`src/rtl/fifo_frame_tx_pkg.sv`:
```
// Shared definitions for the FIFO-to-byte-stream frame transmitter.
package fifo_frame_tx_pkg;

  // Frame FSM states; 3-bit encoding.
  typedef enum logic [2:0] {
    ST_IDLE = 3'd0,
    ST_SYNC = 3'd1,
    ST_POP  = 3'd2,
    ST_LOAD = 3'd3,
    ST_DATA = 3'd4,
    ST_CSUM = 3'd5
  } state_e;

  localparam int         DEFAULT_WIDTH     = 32;
  localparam logic [7:0] DEFAULT_SYNC_BYTE = 8'hA5;
  localparam int         BYTES_PER_WORD    = DEFAULT_WIDTH / 8;

  // Number of bytes carried by one FIFO word of the given width.
  function automatic int bytes_per_word(input int width);
    return width / 8;
  endfunction

endpackage

```
`src/rtl/fifo_frame_tx.sv`:
```
// Pops words from the word FIFO and sends them MSB-byte-first as frames:
// sync byte, FRAME_WORDS payload words, XOR checksum of the payload bytes.
module fifo_frame_tx
  import fifo_frame_tx_pkg::*;
#(
  parameter int         WIDTH       = DEFAULT_WIDTH,
  parameter int         FRAME_WORDS = 4,
  parameter logic [7:0] SYNC_BYTE   = DEFAULT_SYNC_BYTE
) (
  input  logic             clk_i,
  input  logic             reset_ni,
  input  logic             fifo_empty_i,
  output logic             fifo_rd_o,
  input  logic [WIDTH-1:0] fifo_data_i,
  output logic             tx_valid_o,
  output logic [7:0]       tx_data_o,
  input  logic             tx_ready_i,
  output logic             busy_o,
  output logic [15:0]      frame_cnt_o
);

  localparam int BPW = bytes_per_word(WIDTH);
  localparam int BCW = (BPW > 1) ? $clog2(BPW) : 1;
  localparam int WCW = (FRAME_WORDS > 1) ? $clog2(FRAME_WORDS) : 1;
  localparam logic [BCW-1:0] LAST_BYTE = BCW'(BPW - 1);
  localparam logic [WCW-1:0] LAST_WORD = WCW'(FRAME_WORDS - 1);

  state_e           state_q;
  logic [WIDTH-1:0] shreg_q;
  logic [BCW-1:0]   byte_cnt_q;
  logic [WCW-1:0]   word_cnt_q;
  logic [7:0]       csum_q;
  logic             tx_valid_q;
  logic [7:0]       tx_data_q;
  logic [15:0]      frame_cnt_q;

  logic [WIDTH-1:0] shreg_rot;
  logic [7:0]       csum_next;

  // Rotate left by one byte so the next byte to send sits at the top; a
  // rotate rather than a shift keeps every register bit in use.
  assign shreg_rot = (shreg_q << 8) | (shreg_q >> (WIDTH - 8));
  assign csum_next = csum_q ^ tx_data_q;

  // Pop only while waiting for a word and only when one is available.
  // NOTE: plain continuous assigns cannot infer latches; keep combinational
  // decode here rather than in incomplete always blocks.
  assign fifo_rd_o   = (state_q == ST_POP) && !fifo_empty_i;
  assign busy_o      = (state_q != ST_IDLE);
  assign tx_valid_o  = tx_valid_q;
  assign tx_data_o   = tx_data_q;
  assign frame_cnt_o = frame_cnt_q;

  // Frame FSM with registered byte output, shift register and checksum.
  // NOTE: sequential state uses non-blocking assignments so every register
  // samples pre-edge values regardless of statement order.
  always_ff @(posedge clk_i or negedge reset_ni) begin
    if (!reset_ni) begin
      state_q     <= ST_IDLE;
      // NOTE: the shift register is reset too, so a truncated frame leaves
      // no stale payload visible after reset.
      shreg_q     <= '0;
      byte_cnt_q  <= '0;
      word_cnt_q  <= '0;
      csum_q      <= '0;
      tx_valid_q  <= 1'b0;
      tx_data_q   <= '0;
      frame_cnt_q <= '0;
    end else begin
      // In SYNC/DATA/CSUM tx_valid_q is always high, so tx_ready_i alone
      // marks the handshake there.
      case (state_q)
        ST_IDLE: begin
          if (!fifo_empty_i) begin
            state_q    <= ST_SYNC;
            tx_data_q  <= SYNC_BYTE;
            tx_valid_q <= 1'b1;
            csum_q     <= '0;
            word_cnt_q <= '0;
          end
        end
        ST_SYNC: begin
          if (tx_ready_i) begin
            state_q    <= ST_POP;
            tx_valid_q <= 1'b0;
          end
        end
        ST_POP: begin
          // Underrun mid-frame simply waits here; nothing is padded.
          if (!fifo_empty_i) state_q <= ST_LOAD;
        end
        ST_LOAD: begin
          shreg_q    <= fifo_data_i;
          byte_cnt_q <= '0;
          tx_data_q  <= fifo_data_i[WIDTH-1 -: 8];
          tx_valid_q <= 1'b1;
          state_q    <= ST_DATA;
        end
        ST_DATA: begin
          if (tx_ready_i) begin
            csum_q <= csum_next;
            if (byte_cnt_q != LAST_BYTE) begin
              shreg_q    <= shreg_rot;
              tx_data_q  <= shreg_rot[WIDTH-1 -: 8];
              byte_cnt_q <= byte_cnt_q + BCW'(1);
            end else if (word_cnt_q == LAST_WORD) begin
              state_q   <= ST_CSUM;
              tx_data_q <= csum_next;
            end else begin
              word_cnt_q <= word_cnt_q + WCW'(1);
              tx_valid_q <= 1'b0;
              state_q    <= ST_POP;
            end
          end
        end
        ST_CSUM: begin
          if (tx_ready_i) begin
            frame_cnt_q <= frame_cnt_q + 16'd1;
            tx_valid_q  <= 1'b0;
            state_q     <= ST_IDLE;
          end
        end
        default: state_q <= ST_IDLE;
      endcase
    end
  end

endmodule

```
`config.mk`:
```
export PLATFORM = sky130hd
export DESIGN_NAME = fifo_frame_tx
export DESIGN_NICKNAME = d
export VERILOG_FILES = /design/src/rtl/fifo_frame_tx_pkg.sv /design/src/rtl/fifo_frame_tx.sv
export SDC_FILE = /design/constraint.sdc
export NUM_CORES = 1
export LEC_CHECK = 0
export BUFFER_PORTS_ARGS = -buffer_cell sky130_fd_sc_hd__buf_2
export CAP_MARGIN = 40
export CORE_UTILIZATION = 40
export DETAILED_ROUTE_END_ITERATION = 12
export HOLD_SLACK_MARGIN = 0.06
export MAX_ROUTING_LAYER = met4
export PLACE_DENSITY = 0.72
export SETUP_SLACK_MARGIN = 0.05
export SLEW_MARGIN = 20
export SYNTH_ARGS = -nofsm -noshare
export SYNTH_HDL_FRONTEND = slang
export SYNTH_SLANG_ARGS = --single-unit
```
`constraint.sdc`:
```
create_clock -name clk_i -period 1.6 [get_ports clk_i]
set_input_delay 0.16 -clock clk_i [delete_from_list [all_inputs] [get_ports clk_i]]
set_output_delay 0.16 -clock clk_i [all_outputs]
set_load 0.03 [all_outputs]
```
==> After elaboration in Yosys (flattened, before gate mapping) <==
Index checks and enable logic that the tools add are counted.
{ "totals": {"regBits": 72, "out_inout_bits": 27, "inputBits": 36, "elab_cells": 79} }
{ "op_classes": {"reduce_logical": 16, "eq_ne": 17, "n_addsub": 3, "bitwise": 2, "muxes": 33} }
{ "op_table": {"columns": ["operator", "count"], "rows": [
  ["two-way mux 32 bit", 2],
  ["case mux 32 bit (2 select lines)", 1],
  ["two-way mux 8 bit", 6],
  ["OR 32 x 8 -> 32 bit", 1],
  ["case mux 8 bit (3 select lines)", 1],
  ["two-way mux 3 bit", 7],
  ["!= test 2 bit, second input constant", 9],
  ["case mux 3 bit (6 select lines)", 1],
  ["adder 16 x 1 -> 16 bit, second input constant", 1],
  ["case mux 8 bit (2 select lines)", 1],
  ["two-way mux 2 bit", 6],
  ["AND reduction 6 bit", 2],
  ["case mux 2 bit (2 select lines)", 2],
  ["bitwise XOR 8 bit", 1],
  ["== test 3 x 2 -> 1 bit, second input constant", 2],
  ["== test 3 bit, second input constant", 2],
  ["AND reduction 3 bit", 2],
  ["nonzero test 3 bit", 2],
  ["two-way mux 1 bit", 5],
  ["AND reduction 5 bit", 1],
  ["adder 2 x 1 -> 2 bit, second input constant", 2],
  ["case mux 1 bit (4 select lines)", 1],
  ["AND reduction 4 bit", 1],
  ["nonzero test 2 bit", 2],
  ["10 further kinds", 10]
]} }

==> Depth between registers and ports, before layout <==
{ "depth": {"word_depth": 5, "mapped_depth": 7, "ltp_nobuf": 5} }

==> Worst setup path after synthesis <==
OpenSTA, ideal clock, no wires.
{ "synth_path": {"path_kind": "reg-to-output", "startpoint": "reg state_q[2]", "endpoint": "out fifo_rd_o", "required_ps": 1440, "slack_ps": -342, "path_stages_with_launch": 4, "arrival_time_ps": 1782, "path_cell_list": "dfrtp_1 > buf_4 > clkbuf_1 > nor4b_1"} }
{ "synth_via": {"elab_chain_cells": 2} }
{ "synth_lines": {"columns": ["element", "line", "text"], "rows": [
  ["start, declared", "fifo_frame_tx.sv:28", "state_e state_q;"],
  ["start signal, assigned", "fifo_frame_tx.sv:59", "state_q <= ST_IDLE;"],
  ["start signal, assigned", "fifo_frame_tx.sv:75", "state_q <= ST_SYNC;"],
  ["start signal, assigned", "fifo_frame_tx.sv:84", "state_q <= ST_POP;"],
  ["== test 3 x 2 -> 1 bit", "fifo_frame_tx.sv:48", "assign fifo_rd_o = (state_q == ST_POP) && !fifo_empty_i;"],
  ["logical AND 1 bit", "fifo_frame_tx.sv:48", null],
  ["end, declared", "fifo_frame_tx.sv:13", "output logic fifo_rd_o,"]
]} }
No other way between the ends.

==> Final worst setup path <==
{ "layout_path": {"startpoint": "reg byte_cnt_q[1]", "endpoint": "reg shreg_q[9]"} }
{ "layout_via": {"elab_chain_cells": 3} }
{ "layout_lines": {"columns": ["element", "line", "text"], "rows": [
  ["start, declared", "fifo_frame_tx.sv:30", "logic [BCW-1:0] byte_cnt_q;"],
  ["start signal, assigned", "fifo_frame_tx.sv:105", "byte_cnt_q <= byte_cnt_q + BCW'(1);"],
  ["!= test 2 bit", "fifo_frame_tx.sv:102", "if (byte_cnt_q != LAST_BYTE) begin"],
  ["!= test 2 bit (no line)", null, null],
  ["AND reduction 3 bit (no line)", null, null],
  ["end signal, assigned", "fifo_frame_tx.sv:93", "shreg_q <= fifo_data_i;"],
  ["end signal, assigned", "fifo_frame_tx.sv:103", "shreg_q <= shreg_rot;"],
  ["end, declared", "fifo_frame_tx.sv:29", "logic [WIDTH-1:0] shreg_q;"]
]} }
No other way between the ends.
A chain may end at the register's enable or synchronous reset.

==> flow_metrics.env <==
export IMPL_status="finished, violations left"
export IMPL_violations="setup timing"
export IMPL_grt_pass1_wl_um=14400
export IMPL_seq_power_share_pct=32.3
export IMPL_crit_type="flop to flop"
export IMPL_synthXorXnorAreaFrac_pct=4.45
export IMPL_multi_input_area_um2=2060
export IMPL_dpl_cell_count=546
export IMPL_antenna_cells=0
export IMPL_synth_top_family_by_area="compound AO/OA/AOI/OAI gates"
export IMPL_cp_required_ns=1.83
export IMPL_dp_hpwl_um=5760
export IMPL_antenna_found_initial=0
export IMPL_grt_met3_usage_pct=3.76
export IMPL_cap_violations=0
export IMPL_drive_gt1_share_pct=44.3
export IMPL_overflow=0
export IMPL_drt_iter0_drc=168
export IMPL_path_max_fanout=8
export IMPL_seqCellArea_um2=1810
export IMPL_ys_ff_latch=72
export IMPL_clock_skew_ns=0.00853
export IMPL_drc=0
export IMPL_p_per_area_nw_per_um2=1810
export IMPL_syn_avg_cell_area_um2=10.2
export IMPL_initial_core_util_pct=42.1
export IMPL_syn_num_nets=407
export IMPL_clk_pin_slew_worst_paths_ns=0.07
export IMPL_fill_cells=695
export IMPL_holdCritPathClass="input pin to flop"
export IMPL_io_pins=63
export IMPL_hold_viol_final=0
export IMPL_p_sw_share_pct=39.8
export IMPL_seq_area_frac_synth_pct=48.1
export IMPL_cts_tree="done"
export IMPL_reg2reg_depth=7
export IMPL_syn_area_um2=3740
export IMPL_peakVddDrop_v=0.000870
export IMPL_synth_top_area_cell="dfrtp_1"
export IMPL_p_comb_share_pct=52.3
export IMPL_total_leakage_power_nw=2.44
export IMPL_max_slew_margin_rel_pct=74.4
export IMPL_ant_nets=0
export IMPL_reg2reg_slack_ns=-0.05
export IMPL_crit_path_start_kind="flop"
export IMPL_synthAdderAreaFrac_pct=1.00
export IMPL_pwr_share_clk_pct=15.4
export IMPL_core_area_um2=8890
export IMPL_place_area_um2=4370
export IMPL_synth_most_common_cell="dfrtp_1"
export IMPL_dr_pass1_iters=4
export IMPL_yosys_most_used_dff="dfrtp_1"
export IMPL_tightest_slew_ns=0.384
export IMPL_setup_viol_count_final=32
export IMPL_end_kind="flop"
export IMPL_p_switching_mw=3.79
export IMPL_arrival_ns=1.88
export IMPL_finalCriticalPeriod_ns=1.65
export IMPL_synth_top_area_share_pct=48.1
export IMPL_synth_compound_area_share_pct=16.9
export IMPL_area_growth_pct=40.7
export IMPL_holdPathEnd="shreg_q[14]"
export IMPL_numPortBuffers=62
export IMPL_grt_start_max_net_pins=73
export IMPL_insertion_delay_ns=0.35
export IMPL_avgViaCountPerCell=5.45
export IMPL_design_area_um2=5270
export IMPL_synth_common_cells="dfrtp_1 (72), nand2_1 (58), mux2i_1 (34), o21ai_0 (27), a21oi_1 (16)"
export IMPL_fin_nets=525
export IMPL_synth_warnings=0
export IMPL_synthTopCellsByArea="dfrtp_1 (48%), mux2i_1 (9.1%), nand2_1 (5.8%)"
export IMPL_dieArea_um2=9750
export IMPL_hold_ws_ns=0.0790
export IMPL_synth_async_reset_ratio_pct=100
export IMPL_busiest_layer="met2"
export IMPL_die_w_um=98.7
export IMPL_place_gp_congestion=0.843
export IMPL_die_h_um=98.7
export IMPL_cts_sinks=72
export IMPL_stdcell_count=598
export IMPL_syn_inst=368
export IMPL_synth_edf_count=0
export IMPL_num_rows=34
export IMPL_gr_usage_met1_pct=23.1
export IMPL_min_from="fifo_data_i[14]"
export IMPL_slew_viol_final=0
export IMPL_p_int_mw=5.72
export IMPL_worst_slack_ns=-0.0482
export IMPL_rsz0062_at_grt="true"
export IMPL_grt_util_met2_pct=32.8
export IMPL_grt_usage_pct=19.4
export IMPL_wl_um=10200
export IMPL_grt_pass1_vias=3028
export IMPL_cts_max_level=3
export IMPL_wl_per_cell_um=17.0
export IMPL_cts_root_buffer="clkbuf_8"
export IMPL_cts_made_buffers=9
export IMPL_reg2reg_to="shreg_q[9]"
export IMPL_hold_depth=3
export IMPL_dr_total_vias=3260
export IMPL_yosys_area_share_simple_pct=15.6
export IMPL_period_share_pct=103
export IMPL_fmax_mhz=607
export IMPL_worstReg2RegStart="byte_cnt_q[1]"
export IMPL_muxShareOfSynthArea_pct=9.09
export IMPL_synth_cell_types=46
export IMPL_clock_path_buffers=2
flip-flops by register name, summed over array words and instances (netlist names):
signal	count
word_cnt_q	2
byte_cnt_q	2
state_q	3
tx_data_o	8
csum_q	8
frame_cnt_o	16
tx_valid_o	1
shreg_q	32
cell families after synthesis:
kind of cell,Yosys count
simple gates,113
compound gates,96
flops,72
mux,34
buf+inv,31
xor+xnor,19
fa+ha+maj,3
what timing repair did:
action	in CTS	in global routing
buffers inserted	5	24
cloned	0	7
hold buffers	1	0
hold endpoints to repair	72	0
setup endpoints to repair	57	54
resized for setup	27	79
pin swaps	6	27
power by group through the flow:
stage               Sequential [mW]  Combinational, mW  Clock, mW
detailed placement             2.98               3.41          0
floorplan                      2.97               2.49          0
finish                         3.07               4.97       1.47
global placement               2.96               3.29          0
CTS                            2.94               3.71       1.48
global route                   3.14               5.36       1.55
placed cells by master, fill, tap and decap left out, types with 9 or more instances in the layout:
master / synthesis / layout
dfrtp_1: 72 / 69
a21oi_1: 16 / 16
o2bb2ai_1: 9 / 9
xnor2_1: 14 / 14
buf_2: 12 / 61
o21ai_1: 13 / 21
nor2_1: 12 / 10
buf_6: 5 / 13
buf_4: 3 / 45
o21ai_0: 27 / 9
clkbuf_8: 0 / 10
nand3_1: 13 / 12
nand2_2: 1 / 17
nand2_1: 58 / 36
mux2i_1: 34 / 30
o21ai_2: 3 / 13
routing by layer:
layer / vias to the layer above / share of wire (%)
li1: 1553 / -
met3: 9 / 3.8
met4: 0 / 0.96
met1: 1622 / 44
met2: 76 / 51
met5: - / 0
worst max path at each step:
stage,start,endpoint
floorplan,state_q[1],tx_data_o[0]
global placement,state_q[0],tx_data_o[3]
detailed placement,state_q[0],tx_data_o[4]
CTS,state_q[0],busy_o
global route,state_q[1],tx_data_o[5]
finish,byte_cnt_q[1],shreg_q[9]
per-stage QoR:
step	setup TNS [ns]	total power [mW]	setup WS (ns)	utilization [%]
after global routing	-2.39	10.0	-0.125	59.2
after floorplan	0	5.46	0.0262	-
final	-0.712	9.51	-0.0482	59.2
after CTS	-0.0772	8.13	-0.0144	53.1
after global placement	-0.403	6.24	-0.0581	49.2
after detailed placement	-1.49	6.39	-0.0895	49.2
area by class of cell:
type | instances | area share (%)
multi-input combinational | 265 | 39.1
sequential | 72 | 34.3
timing repair buffer | 132 | 19.9
clock buffer | 10 | 2.61
tap | 108 | 2.57
clock inverter | 5 | 1.07
inverter | 6 | 0.428
critical path: stages, from the launching register on:
cell     delay [ns]
dfrtp_1        0.43
ha_4           0.20
nor4b_4        0.36
a21oi_4        0.11
buf_12         0.16
buf_6          0.14
nand2_1        0.07
o21ai_0        0.08
Power figures use the tool's default switching activity.
